--- src/rtl/branch_predictor.sv ---
// Gshare direction predictor with a direct-mapped BTB.
// Combinational lookup for fetch; trained on resolved branches from execute.
module branch_predictor #(
    parameter int DBITS        = 32,
    parameter int BHR_BITS     = 8,
    parameter int BTB_IDX_BITS = 4
) (
    input  logic                clk,
    input  logic                reset,
    input  logic [DBITS-1:0]    fe_pc,
    output logic                pred_taken,
    output logic [DBITS-1:0]    pred_target,
    output logic [BHR_BITS-1:0] pred_bhr,
    input  logic                upd_valid,
    input  logic                upd_taken,
    input  logic [DBITS-1:0]    upd_target,
    input  logic [BHR_BITS-1:0] upd_bhr,
    input  logic [DBITS-1:0]    upd_pc
);

    localparam int PHT_N    = 1 << BHR_BITS;
    localparam int BTB_N    = 1 << BTB_IDX_BITS;
    localparam int TAG_BITS = DBITS - BTB_IDX_BITS - 2;

    logic [1:0]          pht        [PHT_N];
    logic [BHR_BITS-1:0] bhr;
    logic                btb_valid  [BTB_N];
    logic [TAG_BITS-1:0] btb_tag    [BTB_N];
    logic [DBITS-1:0]    btb_target [BTB_N];

    logic [BHR_BITS-1:0]     lk_pht_idx;
    logic [BTB_IDX_BITS-1:0] lk_btb_idx;
    logic [TAG_BITS-1:0]     lk_tag;
    logic                    lk_hit;
    logic [DBITS-1:0]        lk_fall;

    logic [BHR_BITS-1:0]     up_pht_idx;
    logic [BTB_IDX_BITS-1:0] up_btb_idx;
    logic [TAG_BITS-1:0]     up_tag;
    logic                    up_en;

    function automatic logic [1:0] sat_next(
        input logic [1:0] cnt,
        input logic       taken
    );
        logic [1:0] nxt;
        nxt = cnt;
        if (taken && cnt != 2'b11) begin
            nxt = cnt + 2'b01;
        end else if (!taken && cnt != 2'b00) begin
            nxt = cnt - 2'b01;
        end
        return nxt;
    endfunction

    // Lookup path: reads pre-update state, no bypass from the update port.
    always_comb begin
        lk_pht_idx = fe_pc[BHR_BITS+1:2] ^ bhr;
        lk_btb_idx = fe_pc[BTB_IDX_BITS+1:2];
        lk_tag     = fe_pc[DBITS-1:BTB_IDX_BITS+2];
        lk_hit     = btb_valid[lk_btb_idx] && (btb_tag[lk_btb_idx] == lk_tag);
        lk_fall    = fe_pc + DBITS'(4);
        pred_taken = lk_hit && pht[lk_pht_idx][1];
        pred_bhr   = bhr;
        if (pred_taken) begin
            pred_target = btb_target[lk_btb_idx];
        end else begin
            pred_target = lk_fall;
        end
    end

    always_comb begin
        up_pht_idx = upd_pc[BHR_BITS+1:2] ^ upd_bhr;
        up_btb_idx = upd_pc[BTB_IDX_BITS+1:2];
        up_tag     = upd_pc[DBITS-1:BTB_IDX_BITS+2];
        up_en      = upd_valid && !reset;
    end

    always_ff @(posedge clk) begin
        if (reset) begin
            bhr <= '0;
        end else if (upd_valid) begin
            bhr <= {bhr[BHR_BITS-2:0], upd_taken};
        end
    end

    // Counters come out of reset weakly not-taken.
    always_ff @(posedge clk) begin
        if (reset) begin
            for (int i = 0; i < PHT_N; i++) begin
                pht[i] <= 2'b01;
            end
        end else if (upd_valid) begin
            pht[up_pht_idx] <= sat_next(pht[up_pht_idx], upd_taken);
        end
    end

    always_ff @(posedge clk) begin
        if (reset) begin
            for (int i = 0; i < BTB_N; i++) begin
                btb_valid[i] <= 1'b0;
            end
        end else if (upd_valid && upd_taken) begin
            btb_valid[up_btb_idx] <= 1'b1;
        end
    end

    // Tag and target need no reset; the valid bit qualifies them.
    always_ff @(posedge clk) begin
        if (up_en && upd_taken) begin
            btb_tag[up_btb_idx]    <= up_tag;
            btb_target[up_btb_idx] <= upd_target;
        end
    end

endmodule

--- config.mk ---
export PLATFORM = sky130hd
export DESIGN_NAME = branch_predictor
export DESIGN_NICKNAME = d
export VERILOG_FILES = /design/src/rtl/branch_predictor.sv
export SDC_FILE = /design/constraint.sdc
export NUM_CORES = 2
export LEC_CHECK = 0
export ABC_CLOCK_PERIOD_IN_PS = 4500
export CORE_MARGIN = 2
export CORE_UTILIZATION = 30
export DETAILED_ROUTE_END_ITERATION = 16
export PLACE_DENSITY = 0.46
export SYNTH_ARGS = -nofsm -noshare
export SYNTH_HDL_FRONTEND = slang
export SYNTH_SLANG_ARGS = --single-unit
--- constraint.sdc ---
create_clock -name clk -period 4.5 [get_ports clk]
set_input_delay 0.675 -clock clk [delete_from_list [all_inputs] [get_ports clk]]
set_output_delay 0.675 -clock clk [all_outputs]
set_load 0.03 [all_outputs]
=== Yosys cells after proc, flatten, opt, wreduce, memory -nomap -nowiden ===
Memories as Yosys holds them, arrays and structs flattened.
Cells that the tools add are included.

* Register bits: 8
* Memories: 4
* Output and inout port bits: 41
* Memory bits (writable): 1456

* Add/subtract/negate cells: 3
* Bitwise logic cells: 2
* Reductions and logical operators: 12
* Equality and inequality tests: 2
* Multiplexer cells: 21

{| class="wikitable"
|+ Memory list
! name !! words !! width !! read ports !! clocked after Yosys merged registers in !! wr ports !! line !! text
|-
| btb_target || 16 || 32 || 1 || 0 || 1 || 29 || <nowiki>logic [DBITS-1:0] btb_target [BTB_N];</nowiki>
|-
| pht || 256 || 2 || 2 || 0 || 256 || 25 || <nowiki>logic [1:0] pht [PHT_N];</nowiki>
|-
| btb_tag || 16 || 26 || 1 || 0 || 1 || 28 || <nowiki>logic [TAG_BITS-1:0] btb_tag [BTB_N];</nowiki>
|-
| btb_valid || 16 || 1 || 1 || 0 || 16 || 27 || <nowiki>logic btb_valid [BTB_N];</nowiki>
|}

{| class="wikitable"
|+ Operators with widths
! operator !! number
|-
| adder 32 x 3 -> 32 bit (second input constant) || 1
|-
| 2-to-1 mux 32 bit || 1
|-
| equality test 26 bit || 1
|-
| bitwise XOR 8 bit || 2
|-
| 2-to-1 mux 1 bit || 13
|-
| 2-to-1 mux 2 bit || 5
|-
| 2-to-1 mux 8 bit || 1
|-
| logical AND 1 bit || 7
|-
| 2-to-1 mux 4 bit || 1
|-
| adder 2 x 1 -> 2 bit (second input constant) || 1
|-
| zero test 1 bit || 2
|-
| inequality test 2 bit (second input constant) || 1
|-
| nonzero test 2 bit || 1
|-
| OR reduction 2 bit || 1
|-
| subtractor 2 x 1 -> 2 bit (second input constant) || 1
|-
| OR reduction 1 bit || 1
|}

=== Longest topological paths before layout ===
An unclocked memory read counts as a cell.

* Depth after elaboration: 9
* Depth in mapped cells: 19
* Gate-level depth less buffers: 12

=== Worst setup path before layout ===
No wires, ideal clock.

* Kind: in2out
* Start: input fe_pc[2]
* End: output pred_target[2]
* Stages: 14
* Arrival time: 4.289 ns
* Path slack: -0.464 ns
* Required time: 3.825 ns
* Path buffers: 6
* Cells stage by stage: buf_6 -> buf_4 -> buf_6 -> buf_2 -> buf_2 -> mux4_2 -> xnor2_1 -> nor2_1 -> o41ai_1 -> o31ai_1 -> a211o_1 -> nor4b_4 -> buf_6 -> mux2i_1

* Word-level cells in the longest chain between the ends: 5
* Elaborated cells on any way between the ends: 10

{| class="wikitable"
|+ Ends and longest elaborated chain
! element !! line !! text
|-
| start: declaration || 10 || <nowiki>input logic [DBITS-1:0] fe_pc,</nowiki>
|-
| branches (longest 4 deep; another with memory (256 x 2 bit)) || n/a ||
|-
| 2-to-1 mux 32 bit * || 65 || <nowiki>if (pred_taken) begin</nowiki>
|-
| end: declaration || 12 || <nowiki>output logic [DBITS-1:0] pred_target,</nowiki>
|}

Every way passes the cells marked *.

=== Worst setup path in the final report ===
* Start: input fe_pc[6]
* End: output pred_target[11]

* Word-level cells in the longest chain between the ends: 4
* Elaborated cells on any way between the ends: 7

{| class="wikitable"
|+ Ends and longest elaborated chain
! element !! line !! text
|-
| bitwise XOR 8 bit or equality test 26 bit (tied branches) || 58, 61 ||
|-
| memory (256 x 2 bit) or logical AND 1 bit (tied branches) || n/a ||
|-
| logical AND 1 bit || 63 || <nowiki>pred_taken = lk_hit && pht[lk_pht_idx][1];</nowiki>
|-
| 2-to-1 mux 32 bit * || 65 ||
|}

Every way passes the cells marked *; elsewhere a longest branch is shown, timed or not.

==> flow_summary.rst <==
.. list-table::
   :header-rows: 1

   * - Metric
     - Value
   * - Result of the run
     - complete, but fails checks
   * - Failing checks
     - negative setup slack
   * - CTS root buf
     - clkbuf_16
   * - Leftover overflow at the end of global routing
     - 0
   * - Worst r2r path cells
     - 16
   * - Number of buffers created by CTS
     - 161
   * - Peak VDD IR
     - 405.3 µV
   * - Layout overhead on the synthesized area
     - 24.15%
   * - Vias in the first global route
     - roughly 41,000
   * - Worst Setup Slack, final
     - -0.8195 ns
   * - CP Data Arrival Time
     - 4.64 ns
   * - Data required time of the worst path
     - 3.83 ns
   * - Area share of the largest cell type after synthesis
     - 66.13%
   * - Hpwl dp
     - 147,700 µm
   * - Library cell occupying the most area in the post-synthesis netlist
     - edfxtp_1
   * - HP Start
     - reset
   * - Area of all placed cells without fillers
     - between 80,000 and 90,000 µm²
   * - Most frequent cells in the layout
     - edfxtp_1 (1,440), buf_4 (501), mux4_2 (428)
   * - Horizontal die dimension
     - about 470 µm
   * - Via count
     - 40,650
   * - Routed wire per std cell
     - 30.60 µm
   * - Total Negative Setup Slacks
     - -24.90 ns
   * - Final Max Tran Viols
     - 0
   * - Clock network fraction of total power
     - 38.5%
   * - Worst setup slack for register-to-register paths
     - between 0.4 and 0.5 ns
   * - Cell row count
     - 171
   * - Maximum number of buffers from clock root to sink
     - 3
   * - Final worst path period share
     - 118.2%
   * - Starting DRT DRC Count
     - 4,456
   * - Number of warnings issued by yosys
     - 0
   * - Final weighted congestion in routability-driven placement
     - 0.9068
   * - First drt pass iteration count
     - 6
   * - DRC violations left
     - 0
   * - Logic pwr share
     - approximately 17%
   * - Most common flop cell mapped by yosys
     - edfxtp_1
   * - Total internal power
     - about 25 mW
   * - Antenna violations before repair
     - 12
   * - Worst clock skew
     - 0.06363 ns
   * - Worst-margin pin slew
     - 0.9309 ns
   * - Number of antenna-violating nets in the routed design
     - 0
   * - Boundary Pins
     - 149
   * - Largest net degree at the start of global routing
     - 94
   * - Netlist area before placement
     - 65,390 µm²
   * - Fraction of the yosys area taken by sequential cells
     - 66.86%
   * - Kind of capture point of the worst setup path
     - output pin
   * - Synthesized instance count
     - slightly below 4,000
   * - Die Footprint
     - 221,700 µm²
   * - Die height
     - 470.9 µm
   * - Number of cells on the worst hold path
     - 2
   * - Sinks on Clock Net
     - roughly 1,500
   * - Buffers on Ports
     - roughly 150
   * - Count of final setup violators
     - 33
   * - Syn nets
     - 4,060
   * - Net count, final
     - 4,633
   * - Critical path peak fanout
     - 6
   * - Area contributors post-synth
     - edfxtp_1 (66%), mux4_2 (15%), a21o_1 (2.6%)
   * - Dpl cell area
     - around 75,000 µm²
   * - Clock network latency to the later pin of the worst-skew pair
     - 0.83 ns
   * - Net switching power figure
     - 8.957 mW
   * - Startpoint kind of the worst setup timing path
     - primary input
   * - Flip-flop and latch count after synthesis
     - 1,464
   * - Min Clock Period, post-route
     - 5.320 ns
   * - Core Region
     - between 200,000 and 250,000 µm²
   * - Initial cell density of the core
     - 30.14%
   * - Hold Path Class
     - primary input to register
   * - RR Startpoint
     - pht[99][1]
   * - Relative contribution of sequential cells to total power
     - 45.0%
   * - Number of distinct standard cells referenced by the synthesized netlist
     - 69
   * - Type of the worst setup path
     - primary input to output pin
   * - Hold_buf cts
     - 0
   * - Clock-pin slew on the worst setup and hold paths
     - about 0.060 ns
   * - RR Endpoint
     - pht[92][0]
   * - Average vias per placed instance
     - 5.415
   * - RSZ-0062 raised after global routing
     - true
   * - TritonCTS clock tree
     - done
   * - Relative slew slack
     - 37.94%
   * - Proportion of total power due to net switching
     - 26.48%
   * - Global-route wire length before repair
     - 322,400 µm
   * - Final Hold Fails
     - 0
   * - Number of enable-type register cells in the synthesized netlist
     - about 1,400
   * - Syn Area/Cell
     - 16.56 µm²
   * - Leak Pwr
     - 26.76 nW
   * - Power per cell area
     - 416.6 nW/µm²
   * - Max H-tree Level
     - 4
   * - Most frequent standard cell in the layout excluding fill and tap cells
     - edfxtp_1
   * - Global Route Usage Sum
     - a little over 20%
   * - Max-cap check violation count
     - 0
   * - F_max
     - about 0.19 GHz
   * - Total wirelength of the detailed-routed design
     - 229,800 µm
   * - Endpoint of the worst hold-timing path
     - pred_bhr[7]
   * - Proportion of layout cells with a drive suffix above 1
     - 31.40%
   * - Fraction of synthesis flops using an asynchronous set or reset pin
     - 0%
-- metal layers --
layer,vias to the layer above,track usage (%),part of all wire [%],wire [µm]
li1,17110,-,-,-
met1,21620,28.20,43,98470
met2,1610,33.15,48,109800
met3,311,3.046,6.2,14190
met4,6,6.263,3.1,7231
met5,-,0,0.015,34
-- how the worst max path moves through the flow --
| stage | from | end |
|---|---|---|
| final | fe_pc[6] | pred_target[11] |
| after global routing | pred_bhr[0] | pred_target[10] |
| after CTS | btb_tag[15][14] | pred_target[23] |
| after detailed placement | fe_pc[2] | pred_target[20] |
| after global placement | fe_pc[2] | pred_target[1] |
| after floorplan | reset | btb_tag[4][0] |
-- cell families (layout without fill, tap and decap cells) --
group,after synthesis,count (layout),share of synthesized area (%)
XOR/XNOR,98,98,1.364
AO/OA/AOI/OAI,400,400,4.514
buffers and inverters,398,1099,2.629
adder cells (fa/ha/maj),3,3,0.05741
multiplexers,564,564,17.06
AND/OR/NAND/NOR,1022,1022,7.514
other,0,4,0
flip-flops,1464,1464,66.86
-- registers in the layout, indices dropped and copies added, names as in the netlist --
name / cells
btb_valid: 16
pred_bhr: 8
pht: 512
btb_target: 512
btb_tag: 416
-- power by group through the flow --
| stage | Combinational (mW) | Clock, mW | Sequential [mW] |
|---|---|---|---|
| after floorplan | 2.50 | 0 | 15.5 |
| after global placement | 5.22 | 0 | 15.5 |
| after detailed placement | 5.22 | 0 | 15.5 |
| after CTS | 5.55 | 13.3 | 15.2 |
| after global routing | 5.82 | 13.7 | 15.2 |
| final | 5.60 | 13.0 | 15.2 |
-- worst max-delay path, stage by stage --
cell	delay [ns]
clkdlybuf4s50_1	0.66
xnor2_1	0.14
buf_4	0.19
nor2_1	0.26
buf_4	0.20
o21a_1	0.13
a21oi_1	0.06
o21ai_1	0.16
buf_4	0.16
o211ai_1	0.15
or4_4	0.56
nor4b_4	0.28
buf_12	0.17
buf_16	0.18
buf_12	0.14
mux2_4	0.35
buf_6	0.15
-- synthesized netlist by cell type (8+ instances only) --
master,number
buf_2,81
inv_1,23
a21oi_1,18
buf_1,30
a41oi_1,8
a21o_1,224
a32oi_1,9
xnor2_1,57
o21ai_0,17
and3_1,8
nor2_1,141
mux2_4,29
nand3_1,302
a31oi_1,16
clkbuf_1,238
mux4_2,428
buf_4,19
dfxtp_1,24
nor3_1,241
mux2i_1,100
xor2_1,38
nor4_1,36
a22oi_1,21
nand2_1,200
edfxtp_1,1440
nand4_1,26
o22ai_1,24
nand2b_1,42
-- metrics by stage --
| step | utilization, % | worst slack [ns] | hold WS [ns] | std cells | total power [mW] |
|---|---|---|---|---|---|
| after floorplan | - | -0.1878 | 0.4368 | 3949 | 17.97 |
| after global placement | 34.59 | -1.974 | 0.4464 | 7177 | 20.72 |
| after detailed placement | 34.59 | -1.918 | 0.4526 | 7177 | 20.72 |
| after CTS | 37.35 | -0.8814 | 0.2924 | 7502 | 34.04 |
| after global routing | 37.42 | -0.9091 | 0.3352 | 7507 | 34.78 |
| final | 37.42 | -0.8195 | 0.3493 | 7508 | 33.82 |
-- final cells by class --
class / count / area (µm²)
tap: 2854 / 3571
antenna: 4 / 10.01
timing repair buffer: 785 / 8060
sequential: 1464 / 43730
clock inverter: 73 / 804.5
inverter: 23 / 86.33
clock buffer: 218 / 4304
multi-input combinational: 2087 / 20610
fill: 20340 / 135800
-- what timing repair did --
item | CTS | global route
setup endpoints to repair | 498 | 506
setup buffers | 30 | 2
cloned | 5 | 2
pin swaps | 19 | 7
gates resized for setup | 113 | 32
No activity file was read; power rests on OpenSTA's default activity.
